File: config.mk
export PLATFORM = sky130hd
export DESIGN_NAME = nios_system_sysid_ext
export DESIGN_NICKNAME = d
export VERILOG_FILES = /design/src/rtl/nios_system_sysid_pkg.sv /design/src/rtl/nios_system_uptime_ctr.sv /design/src/rtl/nios_system_sysid_ext.sv
export SDC_FILE = /design/constraint.sdc
export NUM_CORES = 1
export LEC_CHECK = 0
export ABC_AREA = 0
export BUFFER_PORTS_ARGS = -buffer_cell sky130_fd_sc_hd__buf_2
export CORE_MARGIN = 1
export CORE_UTILIZATION = 35
export CTS_CLUSTER_SIZE = 12
export DETAILED_ROUTE_END_ITERATION = 16
export PLACE_DENSITY = 0.49
export SLEW_MARGIN = 10
export SYNTH_ARGS = -nofsm -noshare
export SYNTH_HDL_FRONTEND = slang
export SYNTH_SLANG_ARGS = --single-unit
export TNS_END_PERCENT = 20
File: constraint.sdc
create_clock -name clock -period 7.15 [get_ports clock]
set_input_delay 1.43 -clock clock [delete_from_list [all_inputs] [get_ports clock]]
set_output_delay 1.43 -clock clock [all_outputs]
set_load 0.005 [all_outputs]
File: src/rtl/nios_system_sysid_pkg.sv
// rtl/nios_system_sysid_pkg.sv - word map, CTRL bit positions and byte-lane merge helper
package nios_system_sysid_pkg;

    localparam int WORD_ID        = 0;
    localparam int WORD_TIMESTAMP = 1;
    localparam int WORD_UPTIME_LO = 2;
    localparam int WORD_UPTIME_HI = 3;
    localparam int WORD_CTRL      = 4;
    localparam int WORD_STATUS    = 5;
    localparam int WORD_SCRATCH0  = 6;

    localparam int CTRL_EN_BIT  = 0;
    localparam int CTRL_CLR_BIT = 1;

    function automatic logic [31:0] merge_bytes(
        input logic [31:0] old_val,
        input logic [31:0] new_val,
        input logic [3:0]  be
    );
        logic [31:0] res;
        for (int i = 0; i < 4; i++) begin
            res[i*8 +: 8] = be[i] ? new_val[i*8 +: 8] : old_val[i*8 +: 8];
        end
        return res;
    endfunction

endpackage

File: src/rtl/nios_system_uptime_ctr.sv
// rtl/nios_system_uptime_ctr.sv - prescaled 64-bit uptime counter with clear and half-word loads
module nios_system_uptime_ctr #(
    parameter int PRESCALE = 1
) (
    input  logic        clock,
    input  logic        reset,
    input  logic        en,
    input  logic        clr,
    input  logic        load_lo,
    input  logic        load_hi,
    input  logic [31:0] load_data,
    output logic [63:0] cnt
);

    localparam int            PW   = (PRESCALE > 1) ? $clog2(PRESCALE) : 1;
    localparam logic [PW-1:0] LAST = PW'(PRESCALE - 1);

    logic [PW-1:0] presc_q, presc_d;
    logic [63:0]   cnt_q, cnt_d;
    logic          wrap;

    // The prescaler keeps running through a half load; only the increment is dropped.
    always_comb begin
        wrap    = en && (presc_q == LAST);
        presc_d = presc_q;
        if (en) begin
            presc_d = wrap ? '0 : presc_q + 1'b1;
        end
        cnt_d = cnt_q;
        if (clr) begin
            cnt_d   = '0;
            presc_d = '0;
        end else if (load_lo) begin
            cnt_d[31:0] = load_data;
        end else if (load_hi) begin
            cnt_d[63:32] = load_data;
        end else if (wrap) begin
            cnt_d = cnt_q + 64'd1;
        end
    end

    always_ff @(posedge clock) begin
        if (reset) begin
            presc_q <= '0;
            cnt_q   <= '0;
        end else begin
            presc_q <= presc_d;
            cnt_q   <= cnt_d;
        end
    end

    assign cnt = cnt_q;

endmodule

File: src/rtl/nios_system_sysid_ext.sv
// rtl/nios_system_sysid_ext.sv - Avalon-MM system-ID slave with uptime, control and scratch words
import nios_system_sysid_pkg::*;

module nios_system_sysid_ext #(
    parameter logic [31:0] SYSID_ID    = 32'd1370544870,
    parameter logic [31:0] TIMESTAMP   = 32'd0,
    parameter int          NUM_SCRATCH = 2,
    parameter int          ADDR_W      = 4,
    parameter int          PRESCALE    = 1
) (
    input  logic              clock,
    input  logic              reset,
    input  logic              chipselect,
    input  logic [ADDR_W-1:0] address,
    input  logic              read,
    input  logic              write,
    input  logic [31:0]       writedata,
    input  logic [3:0]        byteenable,
    output logic [31:0]       readdata,
    output logic              readdatavalid
);

    logic [31:0] readdata_q, readdata_d;
    logic        readdatavalid_q, readdatavalid_d;
    logic [31:0] shadow_q, shadow_d;
    logic        en_q, en_d;
    logic [31:0] scratch_q [NUM_SCRATCH];
    logic [31:0] scratch_d [NUM_SCRATCH];

    logic        rd_acc, wr_acc;
    logic        wr_lo, wr_hi, wr_ctrl, clr;
    logic [31:0] load_data, rd_word;
    logic [63:0] cnt;

    nios_system_uptime_ctr #(
        .PRESCALE (PRESCALE)
    ) u_uptime (
        .clock     (clock),
        .reset     (reset),
        .en        (en_q),
        .clr       (clr),
        .load_lo   (wr_lo),
        .load_hi   (wr_hi),
        .load_data (load_data),
        .cnt       (cnt)
    );

    always_comb begin
        rd_acc  = chipselect && read;
        wr_acc  = chipselect && write;
        wr_lo   = wr_acc && (address == ADDR_W'(WORD_UPTIME_LO));
        wr_hi   = wr_acc && (address == ADDR_W'(WORD_UPTIME_HI));
        wr_ctrl = wr_acc && (address == ADDR_W'(WORD_CTRL));
        clr     = wr_ctrl && byteenable[0] && writedata[CTRL_CLR_BIT];

        load_data = merge_bytes(wr_hi ? cnt[63:32] : cnt[31:0], writedata, byteenable);

        en_d = en_q;
        if (wr_ctrl && byteenable[0]) begin
            en_d = writedata[CTRL_EN_BIT];
        end

        scratch_d = scratch_q;
        for (int i = 0; i < NUM_SCRATCH; i++) begin
            if (wr_acc && (address == ADDR_W'(WORD_SCRATCH0 + i))) begin
                scratch_d[i] = merge_bytes(scratch_q[i], writedata, byteenable);
            end
        end

        // Read mux sees pre-write state, so a same-cycle write is not visible yet.
        rd_word = '0;
        case (address)
            ADDR_W'(WORD_ID):        rd_word = SYSID_ID;
            ADDR_W'(WORD_TIMESTAMP): rd_word = TIMESTAMP;
            ADDR_W'(WORD_UPTIME_LO): rd_word = cnt[31:0];
            ADDR_W'(WORD_UPTIME_HI): rd_word = shadow_q;
            ADDR_W'(WORD_CTRL):      rd_word = {31'd0, en_q};
            ADDR_W'(WORD_STATUS):    rd_word = {16'(NUM_SCRATCH), 15'd0, en_q};
            default:                 rd_word = '0;
        endcase
        for (int i = 0; i < NUM_SCRATCH; i++) begin
            if (address == ADDR_W'(WORD_SCRATCH0 + i)) begin
                rd_word = scratch_q[i];
            end
        end

        readdatavalid_d = rd_acc;
        readdata_d      = rd_acc ? rd_word : readdata_q;
        shadow_d        = (rd_acc && (address == ADDR_W'(WORD_UPTIME_LO))) ? cnt[63:32] : shadow_q;
    end

    always_ff @(posedge clock) begin
        if (reset) begin
            readdata_q      <= '0;
            readdatavalid_q <= 1'b0;
            shadow_q        <= '0;
            en_q            <= 1'b1;
            for (int i = 0; i < NUM_SCRATCH; i++) begin
                scratch_q[i] <= '0;
            end
        end else begin
            readdata_q      <= readdata_d;
            readdatavalid_q <= readdatavalid_d;
            shadow_q        <= shadow_d;
            en_q            <= en_d;
            scratch_q       <= scratch_d;
        end
    end

    assign readdata      = readdata_q;
    assign readdatavalid = readdatavalid_q;

endmodule

Yosys cells after proc, flatten, opt, wreduce, memory -nomap -nowiden
Cells that the tools add are included.
{"block": "word_totals", "regBits": 195, "input_bits": 45, "wordCells": 64}
{"block": "classes", "n_addsub": 2, "eq_ne": 7, "muxes": 13, "n_bitwise": 2, "reduce_logical": 25}
{"cell": "32-bit 2-to-1 mux", "count": 6}
{"cell": "32-bit one-hot mux with 5 select lines", "count": 1}
{"cell": "64-bit by 1-bit adder with 64-bit output, second input constant", "count": 1}
{"cell": "64-bit 2-to-1 mux", "count": 1}
{"cell": "8-bit 2-to-1 mux", "count": 4}
{"cell": "2-bit AND reduction", "count": 10}
{"cell": "4-bit by 3-bit == test with 1-bit output, second input constant", "count": 4}
{"cell": "1-bit logical AND", "count": 11}
{"cell": "4-bit by 2-bit == test with 1-bit output, second input constant", "count": 2}
{"cell": "4-bit zero test", "count": 1}
{"cell": "2-bit nonzero test", "count": 2}
{"cell": "2-bit by 1-bit inequality test with 1-bit output, second input constant", "count": 1}
{"cell": "1-bit NOT", "count": 2}
{"cell": "2-bit OR reduction", "count": 1}
{"cell": "1-bit adder, second input constant", "count": 1}
{"cell": "1-bit 2-to-1 mux", "count": 1}

Logic depth before layout (Yosys ltp)
{"block": "depth", "word_depth": 5, "ltp_mapped": 10, "ltp_nobuf": 7}

By module
Synthesis repeated with hierarchy kept, for this count alone.
{"block": "unflattened", "hier_cells": 1386, "area_unflattened_um2": 11424.7}
{"module": "nios_system_sysid_ext", "n_inst": 1, "cells_per_inst": 843, "area_per_inst_um2": 7304.5, "seq_area_each_um2": 2602.5}
{"module": "nios_system_uptime_ctr", "n_inst": 1, "cells_per_inst": 543, "area_per_inst_um2": 4120.2, "seq_area_each_um2": 1301.2}

Worst setup path after synthesis
No wires, ideal clock.
{"block": "synth_timing", "path_type": "input to register", "from": "input address[0]", "to": "register u_uptime.cnt_q[40], in the netlist u_uptime.cnt[40]", "setup_ps": 132, "t_arrival_ps": 3200, "required_time_ps": 7018, "path_slack_ps": 3818, "path_stages": 8, "path_buffers": 2, "cell_sequence": "clkbuf_1 -> nor4b_2 -> nand2_1 -> o21ai_1 -> clkbuf_1 -> nor3_1 -> a31oi_1 -> a21oi_1"}
{"block": "synth_via", "elab_chain_len": 5, "word_cells_on_any_way": 15}
{"element": "from (decl)", "line_no": "nios_system_sysid_ext.sv:14", "source": "input logic [ADDR_W-1:0] address,"}
{"element": "4-bit by 2-bit == test with 1-bit output / 4-bit by 3-bit == test with 1-bit output (equally long branches)", "line_no": "nios_system_sysid_ext.sv:52, nios_system_sysid_ext.sv:53"}
{"element": "1-bit logical AND (on tied branches)", "line_no": "nios_system_sysid_ext.sv:52, nios_system_sysid_ext.sv:53"}
{"element": "32-bit 2-to-1 mux / 1-bit logical AND (equally long branches)", "line_no": "nios_system_sysid_ext.sv:56, nios_system_sysid_ext.sv:54"}
{"element": "8-bit 2-to-1 mux / 1-bit logical AND (equally long branches)", "line_no": "nios_system_sysid_pkg.sv:22, nios_system_sysid_ext.sv:54"}
{"element": "32-bit 2-to-1 mux / 2-bit OR reduction (equally long branches)"}
{"element": "to (signal assigned)", "line_no": "nios_system_uptime_ctr.sv:48", "source": "cnt_q <= cnt_d;"}
{"element": "to (decl)", "line_no": "nios_system_uptime_ctr.sv:19", "source": "logic [63:0] cnt_q, cnt_d;"}
Parallel ways exist; a longest one is shown, timed or not.
A chain may end at the register's enable or synchronous reset.

Worst setup path in the final report
{"block": "layout_timing", "from": "input address[0]", "to": "register u_uptime.cnt_q[27], in the netlist u_uptime.cnt[27]"}
{"block": "layout_via", "elab_chain_len": 5, "word_cells_on_any_way": 15}
{"element": "4-bit by 2-bit == test with 1-bit output / 4-bit by 3-bit == test with 1-bit output (equally long branches)", "line_no": "nios_system_sysid_ext.sv:52, nios_system_sysid_ext.sv:53"}
{"element": "1-bit logical AND (on tied branches)", "line_no": "nios_system_sysid_ext.sv:52, nios_system_sysid_ext.sv:53"}
{"element": "32-bit 2-to-1 mux / 1-bit logical AND (equally long branches)", "line_no": "nios_system_sysid_ext.sv:56, nios_system_sysid_ext.sv:54"}
{"element": "8-bit 2-to-1 mux / 1-bit logical AND (equally long branches)", "line_no": "nios_system_sysid_pkg.sv:22, nios_system_sysid_ext.sv:54"}
{"element": "32-bit 2-to-1 mux / 2-bit OR reduction (equally long branches)"}
Parallel ways exist; a longest one is shown, timed or not.

==> results.md <==
- The number of inserted filler cells in the final layout is 3084.
- The clock network fraction of design power is 0.434.
- The power per cell area is 199 nW/um^2.
- The post-synthesis sequential element count is 195.
- The clock reaches the later pin of the worst-skew pair after 0.45 ns.
- Clock tree synthesis found a total of 195 sinks.
- The share of synthesized area in the top cell type comes to 0.377.
- The number of standard cells in the final layout excluding fillers is 1750.
- The area overhead of the layout relative to synthesis is 10.8%.
- When the netlist entered floorplanning its net count stood at 1412.
- After routing, the total negative slack on setup checks comes to 0 ns.
- The count of pins on the block boundary is 78.
- The run finished with clean final reports.
- The total routing resource utilization after global routing is 0.267.
- Across all layers, the routed design uses 10500 vias.
- The via count of the first global-routing pass came to 10100.
- The number of failing setup endpoints in the final timing report is 0.
- The measured slew at the worst slew-check pin is 0.925 ns.
- The first global-routing pass estimated 62100 um of wire.
- The number of rows created at floorplan is 62.
- The post-CTS setup repair buffer count is 0.
- STA classifies the critical path startpoint as an input port.
- Sorting the synthesized cells by how often they occur yields sky130_fd_sc_hd__nand2_1 (218), sky130_fd_sc_hd__dfxtp_1 (195), sky130_fd_sc_hd__a21oi_1 (148).
- The floorplan step set the die width to 174 um.
- Port buffering added 77 buffers.
- The core outline area is 28900 sq um.
- In this run, CTS created clock tree buffers numbering 17.
- The wire length per cell is 22.9 um.
- The internal cell power is 1.68 mW.
- For this run the aggregate overflow at the end of global routing stands at 0.
- After synthesis, the share of flip-flops with an asynchronous set or reset is 0.
- The peak supply drop is 153 uV.
- Measured on the finished design, the core utilization comes to 0.397.
- The fraction of the yosys area taken by sequential cells is 0.377.
- The final net count is 1399.
- The total of hold buffers inserted after clock tree synthesis is 0.
- The max-slew headroom at the worst pin is 0.382.
- The share of total power dissipated in combinational logic is 0.074.
- The synthesized area per cell is 7.57 sq um.
- The part of the total power dissipated in sequential elements is 0.492.
- The HPWL reported at the end of detailed placement is 26900 um.
- The worst setup slack for register-to-register paths is 3.96 ns.
- The instance count after placement with tap cells included is 1718.
- The period utilization is 0.578.
- The floorplan step defined a die boundary enclosing 30300 sq um.
- The post-synthesis instance total is 1366.
- The number of DRC violations after detailed routing is 0.
- The number of detailed-routing iterations run before antenna repair is 7.
- The worst setup path is of the input port to register kind.
- For the worst setup path, the data arrival time is 4.50 ns.
- The die boundary height is 174 um.
- The total count of hold-check failures in the final report was 0.
- For the worst setup path, the data required time is 7.51 ns.
- The worst hold path belongs to the class register to register.
- In this run the number of H-tree levels came out at 4.
- The clock period minus final worst setup slack is 4.13 ns.
- Across the routed clock network, the largest skew measured is 0.0124 ns.
- Summed over all nets, the switching power comes to 0.598 mW.
- The origin of the worst setup path is address[0].
- The detail route stage leaves a number of antenna-violating nets equal to 0.
- At the end of routability-driven placement, the weighted congestion stood at 0.896.
- TritonCTS built the clock tree.
- Gates resized during post-CTS repair numbered 0.
- In the synthesized netlist the dominant register cell turns out to be sky130_fd_sc_hd__dfxtp_1.
- The initial utilization of the core area, before any placement, comes to 0.359.
- The via density per instance is 6.01.
- The critical path endpoint category is a register.
- The largest total area in the synthesized netlist belongs to sky130_fd_sc_hd__dfxtp_1.
- By area the synthesized netlist is led by sky130_fd_sc_hd__dfxtp_1 (38%), sky130_fd_sc_hd__nand2_1 (7.9%), sky130_fd_sc_hd__a21oi_1 (7.2%).
- The number of antenna violations at the first check in global routing is 2.
- After clock tree synthesis, the clock-pin slew on the worst setup and hold paths is 0.07 ns.
- The most used standard cell by instance count after synthesis is sky130_fd_sc_hd__nand2_1.
- The overall routed net length is 40100 um.
- Yosys mapped the design onto 72 distinct sky130hd cell types.
- The tool flagged a number of max-cap violations equal to 0.
- The number of enable-type register cells in the synthesized netlist is 0.
- The cell at the root of the clock tree is sky130_fd_sc_hd__clkbuf_16.
- The proportion of layout cells with a drive suffix above 1 is 0.121.
- The fmax is 242 MHz.
- Counting along the longest clock path gives a buffer depth of 2.
- The detailed router finished its first iteration with 958 violations.
- Entering global routing, the biggest net connects 73 pins.
- The net switching fraction of the power is 0.263.
- The reported leakage power is 3.66 nW.
- Setup repair after global routing left no endpoint under its margin.
- Of all nets on the critical path, the largest fanout is 35.
- The warning count from the yosys run is 0.
- The worst hold path begins at scratch_q[14].
- Hold is met by 0.454 ns.
- The number of max-slew violations in the final report is 0.
- The summed instance area of the synthesized netlist is 10300 sq um.
- The worst register-to-register path begins at u_uptime.cnt[0].
- After layout, the design draws a total of 2.28 mW.
[worst max-delay path, cell delays in order]
cell and delay, ns:
sky130_fd_sc_hd__buf_2 0.16, sky130_fd_sc_hd__nor4b_4 0.28, sky130_fd_sc_hd__buf_4 0.53, sky130_fd_sc_hd__nand2_1 0.51
sky130_fd_sc_hd__a21oi_4 0.91, sky130_fd_sc_hd__nand2_1 0.40, sky130_fd_sc_hd__o21ai_0 0.24
[final timing paths]
kind                      end  cells after the start
min reg2reg     scratch_q[14]                      2
max          u_uptime.cnt[27]                      7
max reg2reg  u_uptime.cnt[52]                      7
min             scratch_q[14]                      2
[cell type report]
type / count / area [sq um] / area share
Multi-Input combinational cell: 1030 / 5910 / 0.515
Sequential cell: 195 / 3900 / 0.341
Timing Repair Buffer: 99 / 553 / 0.0482
Tap cell: 384 / 480 / 0.0419
Clock buffer: 20 / 447 / 0.0390
Clock inverter: 11 / 130 / 0.0114
Inverter: 10 / 37.5 / 0.00327
Antenna cell: 1 / 2.50 / 0.000218
[state kept, by name (all words and copies together) (netlist names)]
register / flops
readdata: 32
readdatavalid: 1
scratch_q: 64
en_q: 1
u_uptime.cnt: 64
shadow_q: 32
u_uptime.presc_q: 1
[routing by layer]
layer | GRT usage | share of wire | vias to the layer above
met3 | 0.0466 | 0.059 | 75
met4 | 0.101 | 0.028 | 4
met5 | 0 | 0.00082 | -
met2 | 0.417 | 0.45 | 362
met1 | 0.367 | 0.46 | 5070
li1 | - | - | 5011
[cells by family (layout without fill, tap and decap cells)]
family / Yosys count / in the layout / synth area share
and+or+nand+nor: 568 / 568 / 0.269
adders and majority gates: 1 / 1 / 0.00121
muxes: 29 / 29 / 0.0289
DFF: 195 / 195 / 0.377
other: 0 / 1 / 0
xor gates and xnor gates: 2 / 2 / 0.00169
buffers and inverters: 141 / 140 / 0.0549
AOI/OAI and AO/OA: 430 / 430 / 0.267
[power groups by stage]
stage / clock network [mW] / logic (mW) / registers [mW]
after detailed placement: 0 / 0.167 / 1.15
final: 0.988 / 0.169 / 1.12
after global routing: 1.05 / 0.182 / 1.12
after floorplan: 0 / 0.0944 / 1.14
after global placement: 0 / 0.166 / 1.15
after CTS: 1.01 / 0.168 / 1.12
[layout by cell type (no fill, tap or decap), types with 7 or more instances in the layout]
master and instances:
sky130_fd_sc_hd__a21oi_1 147, sky130_fd_sc_hd__a31oi_1 22, sky130_fd_sc_hd__mux2i_1 22, sky130_fd_sc_hd__or4_1 10, sky130_fd_sc_hd__clkbuf_16 17, sky130_fd_sc_hd__nor4_1 10, sky130_fd_sc_hd__o31a_1 7, sky130_fd_sc_hd__buf_4 23
sky130_fd_sc_hd__o21ai_0 77, sky130_fd_sc_hd__mux2_2 7, sky130_fd_sc_hd__or3_1 12, sky130_fd_sc_hd__o211ai_1 11, sky130_fd_sc_hd__a22oi_1 68, sky130_fd_sc_hd__a32o_1 10, sky130_fd_sc_hd__inv_1 10, sky130_fd_sc_hd__dfxtp_1 195
sky130_fd_sc_hd__nor2_1 78, sky130_fd_sc_hd__buf_2 76, sky130_fd_sc_hd__a311oi_1 35, sky130_fd_sc_hd__nor3_1 25, sky130_fd_sc_hd__nand4_1 17, sky130_fd_sc_hd__nand2_1 218, sky130_fd_sc_hd__and3_1 23, sky130_fd_sc_hd__and2_1 7
sky130_fd_sc_hd__nand3_1 115, sky130_fd_sc_hd__nand2b_1 13
[per-stage QoR]
stage               area, sq um  worst slack (ns)
floorplan                 10300              3.82
CTS                       11500              3.09
global placement          10900              2.63
detailed placement        10900              2.61
global route              11500              2.89
finish                    11500              3.02
Power figures use the tool's default switching activity.
